[src/rtl/adder_ctrl_pkg.sv]
// adder_ctrl_pkg: shared state type and sizing helper for the chunked adder controller
package adder_ctrl_pkg;
  typedef enum logic [1:0] {IDLE, RUN, DONE} state_t;
  function automatic int idx_w(input int n);
    return n > 1 ? $clog2(n) : 1;
  endfunction
endpackage

[src/rtl/adder_cin.sv]
// adder_cin: nbit combinational adder with carry-in and carry-out
module adder_cin #(
  parameter int nbit = 32
) (
  input  logic [nbit-1:0] a,
  input  logic [nbit-1:0] b,
  input  logic            cin,
  output logic [nbit-1:0] s,
  output logic            cout
);
  assign {cout, s} = {1'b0, a} + {1'b0, b} + {{nbit{1'b0}}, cin};
endmodule

[src/rtl/adder_seq_ctrl.sv]
// adder_seq_ctrl: wide add/subtract sequenced LSB-first over one narrow adder
module adder_seq_ctrl
  import adder_ctrl_pkg::*;
#(
  parameter int nbit   = 32,
  parameter int nchunk = 4
) (
  input  logic                   clk,
  input  logic                   rst_n,
  input  logic                   in_valid,
  output logic                   in_ready,
  input  logic [nbit*nchunk-1:0] a,
  input  logic [nbit*nchunk-1:0] b,
  input  logic                   sub,
  output logic                   out_valid,
  input  logic                   out_ready,
  output logic [nbit*nchunk-1:0] s,
  output logic                   cout,
  output logic                   ovf
);
  localparam int w  = nbit * nchunk;
  localparam int iw = idx_w(nchunk);
  state_t          state, nxt;
  logic [iw-1:0]   idx;
  logic            c, rdy, accept, last, co;
  logic [w-1:0]    a_q, b_q;
  logic [nbit-1:0] sum;
  adder_cin #(.nbit(nbit)) u_add (
    .a   (a_q[idx*nbit +: nbit]),
    .b   (b_q[idx*nbit +: nbit]),
    .cin (c),
    .s   (sum),
    .cout(co)
  );
  assign in_ready  = rdy;
  assign out_valid = state == DONE;
  assign accept    = state == IDLE && in_valid && rdy;
  assign last      = idx == iw'(nchunk - 1);
  always_comb
    nxt = state == IDLE ? (accept ? RUN : IDLE) :
          state == RUN  ? (last ? DONE : RUN) :
                          (out_ready ? IDLE : DONE);
  // Subtraction is a + ~b + 1: the inversion is folded into b_q and the +1 into the seed carry.
  always_ff @(posedge clk or negedge rst_n) begin
    if (!rst_n) begin
      state <= IDLE;
      rdy   <= 1'b0;
      idx   <= '0;
      c     <= 1'b0;
      s     <= '0;
      cout  <= 1'b0;
      ovf   <= 1'b0;
      a_q   <= '0;
      b_q   <= '0;
    end else begin
      state <= nxt;
      rdy   <= nxt == IDLE;
      if (accept) begin
        a_q <= a;
        b_q <= sub ? ~b : b;
        c   <= sub;
        idx <= '0;
      end else if (state == RUN) begin
        s[idx*nbit +: nbit] <= sum;
        c   <= co;
        idx <= last ? '0 : idx + 1'b1;
        if (last) begin
          cout <= co;
          ovf  <= (a_q[w-1] == b_q[w-1]) && (sum[nbit-1] != a_q[w-1]);
        end
      end
    end
  end
endmodule

[config.mk]
export PLATFORM = sky130hd
export DESIGN_NAME = adder_seq_ctrl
export DESIGN_NICKNAME = d
export VERILOG_FILES = /design/src/rtl/adder_ctrl_pkg.sv /design/src/rtl/adder_cin.sv /design/src/rtl/adder_seq_ctrl.sv
export SDC_FILE = /design/constraint.sdc
export NUM_CORES = 1
export LEC_CHECK = 0
export CAP_MARGIN = 0
export CORE_ASPECT_RATIO = 0.6
export CORE_MARGIN = 2
export CORE_UTILIZATION = 45
export CTS_CLUSTER_DIAMETER = 50
export DETAILED_ROUTE_END_ITERATION = 10
export GPL_TIMING_DRIVEN = 0
export PLACE_DENSITY = 0.72
export REMOVE_ABC_BUFFERS = 1
export SETUP_SLACK_MARGIN = 0.4
export SYNTH_ARGS = -nofsm -noshare
export SYNTH_HDL_FRONTEND = slang
export SYNTH_HIERARCHICAL = 1
export SYNTH_SLANG_ARGS = --single-unit
[constraint.sdc]
create_clock -name clk -period 8.4 [get_ports clk]
set_input_delay 2.1 -clock clk [delete_from_list [all_inputs] [get_ports clk]]
set_output_delay 2.1 -clock clk [all_outputs]
set_load 0.05 [all_outputs]
* After elaboration in Yosys (flattened, before gate mapping)
Index checks and enable logic that the tools add are counted.
** Cells by class
- Add/sub/neg operators :: 4
- Multiply operators :: 0
- Div/mod/pow operators :: 0
- Order comparisons :: 0
- Equality and inequality tests :: 5
- Shift-type cells :: 4
- Multiplexer cells :: 12
- Bitwise gates (word level) :: 2
- Reduce and logical (&&, ||, !) cells :: 8
** Operators with widths (count)
- $shiftx 128x8->32 :: 2
- $bwmux 128 :: 1
- $mux 128 :: 1
- $not 128->128 :: 1
- $shift 32x34->128 const A :: 1
- $shiftx 32x34->128 :: 1
- $neg 7->34 :: 1
- $add 32x32->33 :: 1
- $add 33x1->33 :: 1
- $mux 2 :: 7
- $eq 2x2->1 const B :: 2
- $logic_not 2->1 :: 2
- $logic_and 1x1->1 :: 3
- $mux 1 :: 3
- $reduce_and 3->1 :: 1
- $add 2x1->2 const B :: 1
- $eq 2x1->1 const B :: 1
- $reduce_and 2->1 :: 1
- $reduce_bool 2->1 :: 1
- $eq 1x1->1 :: 1
- $ne 1x1->1 :: 1
- $not 1->1 :: 1
** Storage, ports and cells
- Register bits :: 392
- Latch bits :: 0
- RAM bits :: 0
- Memory bits (read-only) :: 0
- Output and inout bits :: 132
- Word-level logic and storage cells :: 44
- Memories kept :: 0

* Depth between registers and ports, before layout
- Word-level depth :: 6
- Mapped depth :: 16

* By module
Netlist, hierarchy kept.
** Modules (own cells, without submodules)
- adder_seq_ctrl :: times used 1, cells an instance 1372, area each 17364.2 um2, seq. area each 9809.4 um2
- adder_cin :: times used 1, cells an instance 258, area each 1830.5 um2, seq. area each 0.0 um2

* Worst setup path after synthesis
OpenSTA, ideal clock, no wires.
- Path type :: register -> register
- From :: register idx[0]
- To :: register s[124]
- Arrival time :: 3.979 ns
- Required time :: 8.317 ns
- Slack :: 4.338 ns
- Stages on the path, launching flop included :: 16
- Buffers on the path :: 3
- Cells stage by stage :: dfrtp_1 > buf_2 > buf_6 > buf_4 > mux4_2 > fa_1 > fa_1 > a21oi_1 > o32ai_1 > o211ai_2 > a21o_1 > o21ai_2 > a21o_1 > a311oi_1 > nand2_1 > o21ai_0
** On the way
- Cells in the longest elaborated chain, start to end :: 5
- Elaborated cells between the ends (all ways) :: 8
** Ends and longest elaborated chain
- from (decl) :: line adder_seq_ctrl.sv:24 : logic [iw-1:0] idx;
- from (signal assigned) :: line adder_seq_ctrl.sv:66 : idx <= last ? '0 : idx + 1'b1;
- $shiftx 128x8->32, on equally long branches :: line adder_seq_ctrl.sv:29, adder_seq_ctrl.sv:30
- $add 32x32->33 * :: line adder_cin.sv:11 : assign {cout, s} = {1'b0, a} + {1'b0, b} + {{nbit{1'b0}}, cin};
- $add 33x1->33 * :: line adder_cin.sv:11
- via sum[28] :: line adder_seq_ctrl.sv:27 : logic [nbit-1:0] sum;
- $shiftx 32x34->128 * :: line adder_seq_ctrl.sv:64 : s[idx*nbit +: nbit] <= sum;
- $bwmux 128 * :: line adder_seq_ctrl.sv:64
- to (signal, indexed assignment) :: line adder_seq_ctrl.sv:64
- to (decl) :: line adder_seq_ctrl.sv:17 : output logic [nbit*nchunk-1:0] s,
The timed path passes the listed nets; every way through them passes the cells marked *.
A chain may end at the register's enable or synchronous reset.

* Worst setup path in the final report
- From :: register idx[0]
- To :: register s[61]
Same word-level chain as after synthesis.

==> impl_metrics.xml <==
<?xml version="1.0" encoding="UTF-8"?>
<metrics>
  <group name="outcome">
    <metric name="outcome" unit="">finished, final reports clean</metric>
  </group>
  <group name="logic_synthesis">
    <metric name="netlist.top_cell.by_area" unit="">dfrtp_1</metric>
    <metric name="ys_dominant_reg_cell" unit="">dfrtp_1</metric>
    <metric name="portion_of_synthesized_cell_area_occupied_by_the_leading_cell_type" unit="">0.511</metric>
    <metric name="synth_cell_types" unit="">67</metric>
    <metric name="synth-async-reset-ratio" unit="">1.00</metric>
    <metric name="synth.cell_area" unit="µm²">19200</metric>
    <metric name="syn_inst" unit="">1630</metric>
    <metric name="synth.yosys.seq_area_share" unit="">0.511</metric>
    <metric name="postSynthRegisterBits" unit="">392</metric>
    <metric name="number_of_flops_mapped_to_enable_cells_by_yosys" unit="">0</metric>
    <metric name="yosys-top-cells-area" unit="">dfrtp_1 (51%), mux4_2 (7.5%), xnor2_1 (6.3%)</metric>
    <metric name="post_synth.cell_area_avg" unit="µm²">11.8</metric>
    <metric name="yosys_warnings" unit="">6</metric>
  </group>
  <group name="min_path">
    <metric name="worst_hold_launch" unit="">a_q[9]</metric>
    <metric name="min_path_type" unit="">reg -&gt; reg</metric>
  </group>
  <group name="route">
    <metric name="per_cell_via_count_in_the_routed_design" unit="">5.43</metric>
    <metric name="drt_iter0_markers" unit="">1305</metric>
    <metric name="wirelength" unit="mm">53.9</metric>
    <metric name="drc_errors" unit="">0</metric>
    <metric name="vias" unit="">14000</metric>
    <metric name="drt_pass1_iterations" unit="">5</metric>
    <metric name="drt-wirelength-per-cell" unit="µm">20.9</metric>
    <metric name="ant_nets" unit="">0</metric>
  </group>
  <group name="floorplan">
    <metric name="core_footprint" unit="µm²">41900</metric>
    <metric name="start_util" unit="">0.458</metric>
    <metric name="design.die.area" unit="µm²">44400</metric>
    <metric name="fp.dieH" unit="µm">164</metric>
    <metric name="num_io_pins" unit="">393</metric>
    <metric name="fp-row-count" unit="">58</metric>
    <metric name="chipWidth" unit="µm">271</metric>
  </group>
  <group name="timing">
    <metric name="worst_slew_pin_slew" unit="ps">1190</metric>
    <metric name="post-route-period-util" unit="">0.634</metric>
    <metric name="final_hold_viol_count" unit="">0</metric>
    <metric name="slew_headroom" unit="">0.200</metric>
    <metric name="totalNegativeSetupSlack" unit="ps">0</metric>
    <metric name="max_freq" unit="MHz">188</metric>
    <metric name="final.min_clock_period" unit="ps">5330</metric>
    <metric name="slew_violations" unit="">0</metric>
    <metric name="finalSetupViolCount" unit="">0</metric>
    <metric name="grt_setup_unrepaired" unit="">false</metric>
    <metric name="final.setup_skew" unit="ps">22.7</metric>
  </group>
  <group name="critical_path">
    <metric name="maximum_fanout_along_the_worst_path" unit="">40</metric>
    <metric name="crit_required" unit="ps">8860</metric>
    <metric name="worstReg2RegEnd" unit="">s[61]</metric>
    <metric name="arrival" unit="ps">5790</metric>
    <metric name="regToRegSetupSlack" unit="ps">3070</metric>
    <metric name="critPathCapture" unit="">s[61]</metric>
    <metric name="critPathLaunch" unit="">idx[0]</metric>
    <metric name="critical_path_class" unit="">reg -&gt; reg</metric>
    <metric name="critical_path.reg2reg.startpoint" unit="">idx[0]</metric>
    <metric name="ff2ff_path_depth" unit="">12</metric>
    <metric name="cp-end-kind" unit="">flip-flop</metric>
    <metric name="startpoint_type" unit="">flip-flop</metric>
  </group>
  <group name="placement">
    <metric name="gpl.final_weighted_congestion" unit="">0.829</metric>
    <metric name="dp.cells" unit="">2505</metric>
    <metric name="portBuffers" unit="">392</metric>
    <metric name="detailed_place_hpwl" unit="mm">39.4</metric>
  </group>
  <group name="clock_network">
    <metric name="cts.htree.levels" unit="">2</metric>
    <metric name="postCtsResizedCells" unit="">0</metric>
    <metric name="cts-hold-fix-buffers" unit="">0</metric>
    <metric name="tritoncts_clock_tree" unit="">yes</metric>
    <metric name="cts.sinks" unit="">392</metric>
    <metric name="cts_max_path_buffers" unit="">3</metric>
    <metric name="clockRootBuffer" unit="">clkbuf_16</metric>
    <metric name="cts_inserted_buffers" unit="">40</metric>
    <metric name="clk_transition_reported_paths" unit="ps">60</metric>
    <metric name="cts_setup_buffers" unit="">0</metric>
    <metric name="worst_skew_pair.late_latency" unit="ps">550</metric>
  </group>
  <group name="cells_and_area">
    <metric name="layout.nets" unit="">2277</metric>
    <metric name="post_layout_nonfiller_instances" unit="">2576</metric>
    <metric name="share_of_the_core_filled_with_cells_in_the_final_layout" unit="">0.594</metric>
    <metric name="syn_to_final_growth" unit="%">29.8</metric>
    <metric name="final_layout_size_suffix_gt1_frac" unit="">0.0972</metric>
    <metric name="antenna_cells" unit="">0</metric>
  </group>
  <group name="global_routing">
    <metric name="grt_pass1_vias" unit="">14300</metric>
    <metric name="grt_util_all_layers" unit="">0.244</metric>
    <metric name="grt_antenna_before_repair" unit="">1</metric>
    <metric name="grt_use_met1" unit="">0.355</metric>
    <metric name="grt_first_pass_wirelength" unit="mm">84.3</metric>
    <metric name="gr-max-usage-layer" unit="">met2</metric>
    <metric name="grt_met2_usage" unit="">0.365</metric>
    <metric name="met3_usage" unit="">0.0596</metric>
    <metric name="grt_overflow" unit="">0</metric>
    <metric name="maximum_number_of_pins_on_one_net_before_global_route_repair" unit="">122</metric>
  </group>
  <group name="job">
    <metric name="drv.max_cap_violation_count" unit="">0</metric>
  </group>
</metrics>
-- critical path, cell delays in order, from the launching register on --
cell      delay, ps
dfrtp_4         940
buf_16          340
mux4_2          590
fa_1            510
a211oi_1        360
o21ai_1         270
nand4_1         280
nand2_1         140
o41ai_1         970
o21a_1          320
xnor2_1         230
nand2_1          90
o21ai_0         180
-- registers in the layout, indices dropped and copies added, names as in the netlist --
| name | cells |
|---|---|
| c | 1 |
| ovf | 1 |
| s | 128 |
| cout | 1 |
| in_ready | 1 |
| b_q | 128 |
| a_q | 128 |
| state | 2 |
| idx | 2 |
-- cells in the mapped netlist, types with 2 or more instances --
cell type / n
nor3_1: 6
inv_1: 10
fa_1: 2
xnor2_1: 138
ha_1: 37
nand2_1: 155
xor2_1: 15
o31ai_1: 4
a21boi_1: 2
buf_4: 32
nor2_1: 153
a21oi_1: 165
buf_1: 3
a22o_1: 64
a21o_1: 13
a211oi_1: 6
o21ai_0: 70
o21a_1: 4
mux4_2: 64
buf_6: 24
nand3_1: 6
clkbuf_1: 21
and3_1: 4
nand4_1: 8
dfrtp_1: 392
o21bai_1: 6
nor4bb_1: 2
mux2_1: 105
buf_2: 30
mux2i_1: 3
or3_1: 5
o21ai_1: 17
or2b_1: 2
nor2b_1: 2
mux2_2: 24
nand3b_1: 2
o211ai_1: 4
-- metrics by stage --
stage	area, µm²	hold WS (ps)	setup WS, ps
2_1_floorplan	18400	453	2220
3_3_place_gp	23100	461	-11880
3_5_place_dp	23600	471	3090
4_1_cts	24900	485	3050
5_1_grt	24900	495	2710
6_report	24900	481	3070
-- layer usage --
layer  wire (µm)  vias to the layer above
met5           0                        -
met4        1440                        0
met3        3960                       95
met2       23900                      475
met1       24700                     6967
li1            -                     6442
-- cells by family after synthesis --
family,Yosys count,share of synthesized area
mux,196,0.152
xor+xnor,153,0.0698
flops,392,0.511
compound gates,368,0.118
fa+ha+maj,39,0.0262
buf+inv,122,0.0423
simple gates,360,0.0808
-- layout make-up --
| type | count | area, µm² |
|---|---|---|
| clock buffers | 62 | 1220 |
| well taps | 570 | 713 |
| clock inverters | 9 | 88.8 |
| multi-input cells | 1116 | 8600 |
| flip-flops and latches | 392 | 9820 |
| fillers | 3394 | 17000 |
| inverters | 11 | 41.3 |
| repair buffers | 416 | 4430 |
-- how the worst min path moves through the flow --
| stage | to | slack [ps] | cells past startpoint |
|---|---|---|---|
| finish | a_q[9] | 480 | 1 |
| global route | a_q[87] | 490 | 1 |
| CTS | a_q[101] | 480 | 1 |
| detailed placement | a_q[101] | 470 | 1 |
| global placement | a_q[76] | 460 | 1 |
| floorplan | a_q[64] | 450 | 1 |
-- layout by cell type (no fill, tap or decap), drive strengths merged, types with 62 or more instances in the layout --
cell type and n:
clkdlybuf4s50 390, nor2 153, clkbuf 62, mux2 129, dfrtp 392, nand2 156
o21ai 88, mux4 64, a21oi 165, a22o 64, xnor2 138
Power is not shown: default switching activity piles up to over one toggle a cycle in this logic, so the estimate is an artifact.
